$ cat src/rtl/crc24_frame_tx_if.sv
// Byte-stream handshake feeding the CRC-24 frame serializer.
`default_nettype none

interface crc24_frame_tx_if;
    logic [7:0] s_data;
    logic       s_valid;
    logic       s_last;
    logic       s_ready;

    modport master (output s_data, output s_valid, output s_last, input  s_ready);
    modport slave  (input  s_data, input  s_valid, input  s_last, output s_ready);
endinterface

`default_nettype wire

$ cat src/rtl/crc24_frame_tx.sv
// Serializes payload bytes MSB-first at the line bit strobe and appends an
// in-line computed CRC-24 (poly 0x864CFB) trailer, MSB-first.
`default_nettype none

module crc24_frame_tx #(
    parameter logic [23:0] CRC_INIT = 24'h000000
) (
    input  wire logic             clk,
    input  wire logic             rstn,
    input  wire logic             bit_en_i,
    crc24_frame_tx_if.slave       s_if,
    output logic                  tx_bit_o,
    output logic                  tx_valid_o,
    output logic                  tx_crc_o,
    output logic                  tx_eof_o,
    output logic                  frame_done_o,
    output logic                  underrun_o,
    output logic [23:0]           crc_value_o
);

    localparam logic [23:0] POLY = 24'h864CFB;

    typedef enum logic [1:0] {
        IDLE = 2'd0,
        DATA = 2'd1,
        CRC  = 2'd2
    } state_t;

    state_t      state_q, state_d;
    logic [23:0] crc_q, crc_d;
    logic [23:0] crc_sh_q, crc_sh_d;
    logic [7:0]  shreg_q, shreg_d;
    logic [4:0]  bit_cnt_q, bit_cnt_d;
    logic        last_q, last_d;
    logic [23:0] crc_value_q, crc_value_d;
    logic        frame_done_q, frame_done_d;
    logic        underrun_q, underrun_d;
    logic        s_ready;
    logic [23:0] crc_step;

    // CRC advanced by the payload bit currently on the line.
    assign crc_step = {crc_q[22:0], 1'b0} ^ ((crc_q[23] ^ shreg_q[7]) ? POLY : 24'h000000);

    always_ff @(posedge clk) begin
        if (!rstn) begin
            state_q      <= IDLE;
            crc_q        <= CRC_INIT;
            crc_sh_q     <= 24'h000000;
            shreg_q      <= 8'h00;
            bit_cnt_q    <= 5'd0;
            last_q       <= 1'b0;
            crc_value_q  <= 24'h000000;
            frame_done_q <= 1'b0;
            underrun_q   <= 1'b0;
        end else begin
            state_q      <= state_d;
            crc_q        <= crc_d;
            crc_sh_q     <= crc_sh_d;
            shreg_q      <= shreg_d;
            bit_cnt_q    <= bit_cnt_d;
            last_q       <= last_d;
            crc_value_q  <= crc_value_d;
            frame_done_q <= frame_done_d;
            underrun_q   <= underrun_d;
        end
    end

    always_comb begin
        state_d      = state_q;
        crc_d        = crc_q;
        crc_sh_d     = crc_sh_q;
        shreg_d      = shreg_q;
        bit_cnt_d    = bit_cnt_q;
        last_d       = last_q;
        crc_value_d  = crc_value_q;
        frame_done_d = 1'b0;
        underrun_d   = 1'b0;
        s_ready      = 1'b0;
        tx_bit_o     = 1'b0;
        tx_valid_o   = 1'b0;
        tx_crc_o     = 1'b0;
        tx_eof_o     = 1'b0;

        case (state_q)
            IDLE: begin
                s_ready = 1'b1;
                if (s_if.s_valid) begin
                    shreg_d   = s_if.s_data;
                    last_d    = s_if.s_last;
                    bit_cnt_d = 5'd0;
                    crc_d     = CRC_INIT;
                    state_d   = DATA;
                end
            end

            DATA: begin
                tx_bit_o   = shreg_q[7];
                tx_valid_o = 1'b1;
                if (bit_en_i) begin
                    crc_d     = crc_step;
                    shreg_d   = {shreg_q[6:0], 1'b0};
                    bit_cnt_d = bit_cnt_q + 5'd1;
                    if (bit_cnt_q == 5'd7) begin
                        bit_cnt_d = 5'd0;
                        if (!last_q) begin
                            // Next byte must be waiting now; there is no gap bit.
                            s_ready = 1'b1;
                            if (s_if.s_valid) begin
                                shreg_d = s_if.s_data;
                                last_d  = s_if.s_last;
                            end else begin
                                underrun_d = 1'b1;
                                crc_d      = CRC_INIT;
                                state_d    = IDLE;
                            end
                        end else begin
                            crc_sh_d = crc_step;
                            state_d  = CRC;
                        end
                    end
                end
            end

            CRC: begin
                tx_bit_o   = crc_sh_q[23];
                tx_valid_o = 1'b1;
                tx_crc_o   = 1'b1;
                tx_eof_o   = (bit_cnt_q == 5'd23);
                if (bit_en_i) begin
                    crc_sh_d  = {crc_sh_q[22:0], 1'b0};
                    bit_cnt_d = bit_cnt_q + 5'd1;
                    if (bit_cnt_q == 5'd23) begin
                        crc_value_d  = crc_q;
                        frame_done_d = 1'b1;
                        bit_cnt_d    = 5'd0;
                        state_d      = IDLE;
                    end
                end
            end

            default: begin
                state_d = IDLE;
            end
        endcase
    end

    assign s_if.s_ready = s_ready;
    assign frame_done_o = frame_done_q;
    assign underrun_o   = underrun_q;
    assign crc_value_o  = crc_value_q;

endmodule

`default_nettype wire
$ cat src/flat_wrapper.sv
// flat-port wrapper written by rule: the top's interface ports become plain ports
module crc24_frame_tx_flat 
#(
    parameter logic [23:0] CRC_INIT = 24'h000000
)
  (clk, rstn, bit_en_i, tx_bit_o, tx_valid_o, tx_crc_o, tx_eof_o, frame_done_o, underrun_o, crc_value_o, s_if_s_data, s_if_s_valid, s_if_s_last, s_if_s_ready);
  crc24_frame_tx_if s_if_i ();
  input  wire logic clk;
  input  wire logic rstn;
  input  wire logic bit_en_i;
  output logic tx_bit_o;
  output logic tx_valid_o;
  output logic tx_crc_o;
  output logic tx_eof_o;
  output logic frame_done_o;
  output logic underrun_o;
  output logic [23:0] crc_value_o;
  input wire logic [$bits(s_if_i.s_data)-1:0] s_if_s_data;
  input wire logic [$bits(s_if_i.s_valid)-1:0] s_if_s_valid;
  input wire logic [$bits(s_if_i.s_last)-1:0] s_if_s_last;
  output wire logic [$bits(s_if_i.s_ready)-1:0] s_if_s_ready;
  assign s_if_i.s_data = s_if_s_data;
  assign s_if_i.s_valid = s_if_s_valid;
  assign s_if_i.s_last = s_if_s_last;
  assign s_if_s_ready = s_if_i.s_ready;
  crc24_frame_tx #(.CRC_INIT(CRC_INIT)) u_core (.clk(clk), .rstn(rstn), .bit_en_i(bit_en_i), .s_if(s_if_i), .tx_bit_o(tx_bit_o), .tx_valid_o(tx_valid_o), .tx_crc_o(tx_crc_o), .tx_eof_o(tx_eof_o), .frame_done_o(frame_done_o), .underrun_o(underrun_o), .crc_value_o(crc_value_o));
endmodule
$ cat config.mk
export PLATFORM = sky130hd
export DESIGN_NAME = crc24_frame_tx_flat
export DESIGN_NICKNAME = d
export VERILOG_FILES = /design/src/rtl/crc24_frame_tx_if.sv /design/src/rtl/crc24_frame_tx.sv /design/src/flat_wrapper.sv
export SDC_FILE = /design/constraint.sdc
export NUM_CORES = 1
export LEC_CHECK = 0
export BUFFER_PORTS_ARGS = -buffer_cell sky130_fd_sc_hd__buf_2
export CELL_PAD_IN_SITES_DETAIL_PLACEMENT = 0
export CELL_PAD_IN_SITES_GLOBAL_PLACEMENT = 2
export CORE_UTILIZATION = 34
export CTS_CLUSTER_DIAMETER = 150
export DETAILED_ROUTE_END_ITERATION = 10
export PLACE_DENSITY_LB_ADDON = 0.12
export SLEW_MARGIN = 20
export SYNTH_ARGS = -nofsm -noshare
export SYNTH_HDL_FRONTEND = slang
export SYNTH_SLANG_ARGS = --single-unit
export TNS_END_PERCENT = 50
$ cat constraint.sdc
create_clock -name clk -period 2.3 [get_ports clk]
set_clock_uncertainty 0.05 [all_clocks]
set_input_delay 0.46 -clock clk [delete_from_list [all_inputs] [get_ports clk]]
set_output_delay 0.46 -clock clk [all_outputs]
set_load 0.01 [all_outputs]
**Word-level counts from Yosys, hierarchy flattened**

Cells that the tools add are included.

- Flip-flop bits (word level): 90
- Bits in latches: 0
- Bits in writable memories: 0
- ROM bits: 0
- Input port bits: 13
- Output and inout bits: 31
- Word-level logic and storage cells: 88
- Memories kept: 0

- Add/sub/neg operators: 1
- $mul: 0
- Div/mod/pow operators: 0
- Magnitude comparators: 0
- Equal/unequal tests: 11
- Shift-type cells: 0
- Multiplexer cells: 48
- Bitwise operators: 6
- Reduce and logical (&&, ||, !) cells: 13

Operators with widths:

| kind | number |
|---|---|
| 24-bit 2-to-1 mux | 10 |
| 24-bit case mux with 2 select lines | 2 |
| 8-bit 2-to-1 mux | 5 |
| 5-bit 2-to-1 mux | 5 |
| 24-bit bitwise XOR | 1 |
| 8-bit case mux with 2 select lines | 1 |
| 5-bit case mux with 3 select lines | 1 |
| 2-bit 2-to-1 mux | 7 |
| 1-bit 2-to-1 mux | 13 |
| 3-bit AND reduction | 3 |
| 4-bit AND reduction | 2 |
| 2-bit by 1-bit != test with 1-bit output, second input constant | 3 |
| 2-bit != test, second input constant | 3 |
| 1-bit case mux with 2 select lines | 3 |
| 2-bit case mux with 3 select lines | 1 |
| 6-bit AND reduction | 1 |
| 5-bit by 1-bit adder with 5-bit output, second input constant | 1 |
| 5-bit by 3-bit equality test with 1-bit output, second input constant | 1 |
| 5-bit equality test, second input constant | 1 |
| 5-bit AND reduction | 1 |
| 5-bit OR reduction | 1 |
| 1-bit inverter | 4 |
| 2-bit nonzero test | 2 |
| 3-bit by 2-bit != test with 1-bit output, second input constant | 1 |
| 6 further kinds | 6 |

**Logic depth before layout (Yosys ltp)**

- Word-level depth: 8
- Depth in mapped cells: 9
- Mapped depth without buffers: 6

**Least setup slack after synthesis**

OpenSTA, ideal clock, no wires.

- Path type: register to output
- From: register u_core.state_q[0]
- To: output port tx_bit_o
- Arrival time: 1.553 ns
- Data required time: 1.790 ns
- Slack: 0.237 ns
- Cell stages (with the launch flop): 8
- Buffers on the path: 3
- Cell sequence: dfxtp_1 > inv_1 > ha_1 > buf_4 > buf_2 > buf_2 > a22oi_1 > nor2b_1

- Cells in the longest elaborated chain, start to end: 2
- Elaborated cells between the ends (all ways): 3
- Those cells by class: eq/ne (2); mux (1)

Ends and longest elaborated chain:

| item | line | source |
|---|---|---|
| start, declared | crc24_frame_tx.sv:29 | `state_t state_q, state_d;` |
| start signal, assigned | crc24_frame_tx.sv:56 | `state_q <= state_d;` |
| 2-bit equality test / 2-bit by 1-bit equality test with 1-bit output (equally long branches) | crc24_frame_tx.sv:84 | `case (state_q)` |
| 1-bit case mux with 2 select lines (*) | crc24_frame_tx.sv:84 |  |
| end, declared | flat_wrapper.sv:11 | `output logic tx_bit_o;` |

Mark *: on every way between the ends. The rest lies on a longest branch, timed or not.

**Worst setup path in the final report**

- From: register u_core.bit_cnt_q[0]
- To: output port s_if_s_ready

- Cells in the longest elaborated chain, start to end: 4

Ends and longest elaborated chain:

| item | line | source |
|---|---|---|
| start, declared | crc24_frame_tx.sv:33 | `logic [4:0] bit_cnt_q, bit_cnt_d;` |
| start signal, assigned | crc24_frame_tx.sv:60 | `bit_cnt_q <= bit_cnt_d;` |
| 5-bit by 3-bit equality test with 1-bit output | crc24_frame_tx.sv:103 | `if (bit_cnt_q == 5'd7) begin` |
| 1-bit 2-to-1 mux | crc24_frame_tx.sv:103 |  |
| 1-bit 2-to-1 mux | crc24_frame_tx.sv:99 | `if (bit_en_i) begin` |
| 1-bit case mux with 2 select lines | crc24_frame_tx.sv:84 |  |
| end, declared | flat_wrapper.sv:21 | `output wire logic [$bits(s_if_i.s_ready)-1:0] s_if_s_ready;` |

Every way passes these cells.

==> results.tsv <==
stage	metric	value	unit
sta	period_share	0.951	
sta	fin_crit	2190	ps
pwr	power_leakage	0.00164	uW
worst_setup_path	worst-path-max-fanout	7	
synth	synth_warnings	0	
global_route	globalRouteTotalUtil	0.159	
detailed_routing	totalWireLength	8750	um
floorplanning	rows	38	
synth	seq_area_frac_synth	0.459	
floorplanning	die_h	109	um
cells_and_area	fill_cells	1143	
run	drv.max_cap_violation_count	0	
clocking	cts-resized-gates	2	
synth	number_of_synthesized_register_bits	90	
worst_hold_path	min_path_type	in2reg	
clocking	post_cts_hold_buffer_count	0	
synth	synth.top_cell.area_share	0.459	
clocking	clkSlewWorstSetupHoldPaths	60	ps
placed_design	io_buffer_count	43	
detailed_routing	num_vias	3043	
detailed_routing	dr.pass1.iters	4	
sta	tns_setup	0	ps
detailed_routing	final_antenna_net_count	0	
floorplanning	core_region_area	11000	um2
cells_and_area	synthToLayoutAreaGrowth	16.0	%
global_route	number_of_global_route_vias_before_repair	2856	
sta	timing.final.hold_violations	0	
synth	postSynthCellCount	429	
global_route	grt_pass1_wl	14600	um
clocking	cts_sinks	90	
sta	peak_freq	0.457	GHz
sta	tightestPinTransition	672	ps
floorplanning	floorplan.die.width	109	um
floorplanning	die_area	12000	um2
clocking	postCtsSetupBuffers	0	
global_route	gr-total-overflow	0	
detailed_routing	route.detailed.wl_per_inst	14.4	um
synth	synth_top_cells_by_count	sky130_fd_sc_hd__dfxtp_1, sky130_fd_sc_hd__nand2_1, sky130_fd_sc_hd__a21oi_1	
cells_and_area	design.final.nets	482	
synth	most_instantiated_library_cell_after_synthesis	sky130_fd_sc_hd__dfxtp_1	
clocking	ctsRootBufferMaster	sky130_fd_sc_hd__clkbuf_16	
sta	maxSlewHeadroom	0.552	
cells_and_area	antennaDiodeCount	0	
worst_setup_path	critical_path_class	reg2out	
synth	synth_area	3920	um2
floorplanning	initial_utilization	0.356	
detailed_routing	detail_route.drc_violations	0	
sta	timing_max_transition_violations_final	0	
floorplanning	number_of_ports_placed_on_the_die_boundary	44	
synth	synth_area_per_cell	9.14	um2
clocking	worstSkewPairLatency	330	ps
clocking	cts_buffers	9	
synth	synth.lib_cells_used.distinct	42	
global_route	antenna_found_initial	0	
sta	setup_violations	0	
worst_setup_path	worstPathArrival	1680	ps
cells_and_area	ratio_of_cells_with_drive_above_1_in_the_final_layout	0.188	
clocking	h-tree-depth	3	
placed_design	hpwlAfterDp	5390	um
pwr	peakVddDrop	0.449	mV
detailed_routing	number_of_design_rule_violations_left_by_the_first_detailed_router_iteration	120	
synth	async_reset_ff_frac	0	
clocking	cts_tree	done	
synth	synth-edff-count	0	
global_route	largest_net_degree_at_the_start_of_global_routing	48	
synth	synth.net_count	447	
worst_setup_path	critPathCaptureType	primary output	
synth	synth-main-ff-cell	sky130_fd_sc_hd__dfxtp_1	
placed_design	finalWeightedCongestion	0.737	
synth	yosys.area.top_type	sky130_fd_sc_hd__dfxtp_1	
detailed_routing	vias_per_cell	5.00	
synth	synth.top_cells.by_area	sky130_fd_sc_hd__dfxtp_1, sky130_fd_sc_hd__mux2i_1, sky130_fd_sc_hd__a21oi_1, sky130_fd_sc_hd__nand2_1, sky130_fd_sc_hd__a22oi_1	
sta	rsz0062_at_grt	false	
sta	worst_hold_slack	295	ps
pwr	power_density	910	nW/um2
worst_setup_path	worst_path_required	1790	ps
worst_setup_path	crit_path_start_kind	flip-flop	
clocking	clock_tree.buffer_depth	2	
status	outcome	finished, final reports clean	
-- cell families after synthesis --
logic type,synth area share
mux,0.0868
xor+xnor,0.0309
compound gates,0.206
simple gates,0.145
buf+inv,0.0555
flops,0.459
fa+ha+maj,0.0159
-- cells in the final DEF (no fill, tap or decap), types with 3 or more instances in the layout --
master	synthesis	layout
sky130_fd_sc_hd__a211oi_1	6	6
sky130_fd_sc_hd__a211oi_2	5	5
sky130_fd_sc_hd__a21oi_1	52	52
sky130_fd_sc_hd__a22oi_1	25	25
sky130_fd_sc_hd__buf_2	12	43
sky130_fd_sc_hd__buf_4	5	11
sky130_fd_sc_hd__clkbuf_16	0	9
sky130_fd_sc_hd__dfxtp_1	90	90
sky130_fd_sc_hd__inv_1	4	4
sky130_fd_sc_hd__mux2i_1	34	34
sky130_fd_sc_hd__nand2_1	58	57
sky130_fd_sc_hd__nand2b_1	3	3
sky130_fd_sc_hd__nand3_1	9	9
sky130_fd_sc_hd__nor2_1	41	41
sky130_fd_sc_hd__nor2b_1	3	3
sky130_fd_sc_hd__o21ai_0	24	24
sky130_fd_sc_hd__xnor2_1	12	12
-- power by group --
part           total [uW]  switching [uW]  internal (uW)
registers            1720            72.9           1650
clock network        1360             579            785
logic                1060             637            419
-- cell type report --
type                    instances  area, um2  area share
clock buffers                  13        260      0.0572
clock inverters                 2       12.5     0.00275
flip-flops and latches         90       1800       0.396
repair buffers                 56        338      0.0742
inverters                       5       18.8     0.00412
well taps                     140        175      0.0385
multi-input cells             302       1940       0.427
-- per-stage QoR --
step | instances | power [uW] | cell area [um2] | setup WS [ps] | utilization
2_1_floorplan | 429 | 2550 | 3920 | 237 | -
3_3_place_gp | 593 | 2790 | 4240 | 353 | 0.384
3_5_place_dp | 593 | 2790 | 4240 | 307 | 0.384
4_1_cts | 608 | 4190 | 4520 | 10.8 | 0.409
5_1_grt | 608 | 4380 | 4550 | 11.8 | 0.413
6_report | 608 | 4140 | 4550 | 113 | 0.413
-- critical path, stage by stage, from the launching register on --
cell                        delay (ps)
sky130_fd_sc_hd__dfxtp_1           420
sky130_fd_sc_hd__ha_4              210
sky130_fd_sc_hd__nand4bb_4         160
sky130_fd_sc_hd__or3_1             350
sky130_fd_sc_hd__nand2b_1           80
sky130_fd_sc_hd__buf_2             120
-- registers in the layout, indices dropped and copies added, names as in the netlist --
signal	count
u_core.crc_q	24
u_core.crc_sh_q	24
u_core.crc_value_o	24
u_core.shreg_q	8
u_core.bit_cnt_q	5
u_core.state_q	2
u_core.frame_done_o	1
u_core.last_q	1
u_core.underrun_o	1
-- worst paths after layout --
check	startpoint	endpoint	slack (ps)	depth (start not counted)
min reg2reg	u_core.crc_value_o[1]$_SDFFE_PN0P_	u_core.crc_value_o[1]$_SDFFE_PN0P_	400	2
max reg2reg	u_core.state_q[0]$_SDFFE_PN0P_	u_core.state_q[1]$_SDFFE_PN0P_	380	6
min	s_if_s_valid	u_core.underrun_o$_SDFF_PP0_	300	2
max	u_core.bit_cnt_q[0]$_SDFFE_PN0P_	s_if_s_ready	110	5
-- metal layers --
metal  vias up  routed length, um  GRT usage
li1       1563                  -          -
met1      1431               4350      0.212
met2        38               4060      0.253
met3        11                211     0.0338
met4         0                124     0.0571
met5         -                  0          0
No activity file was read; power rests on OpenSTA's default activity.
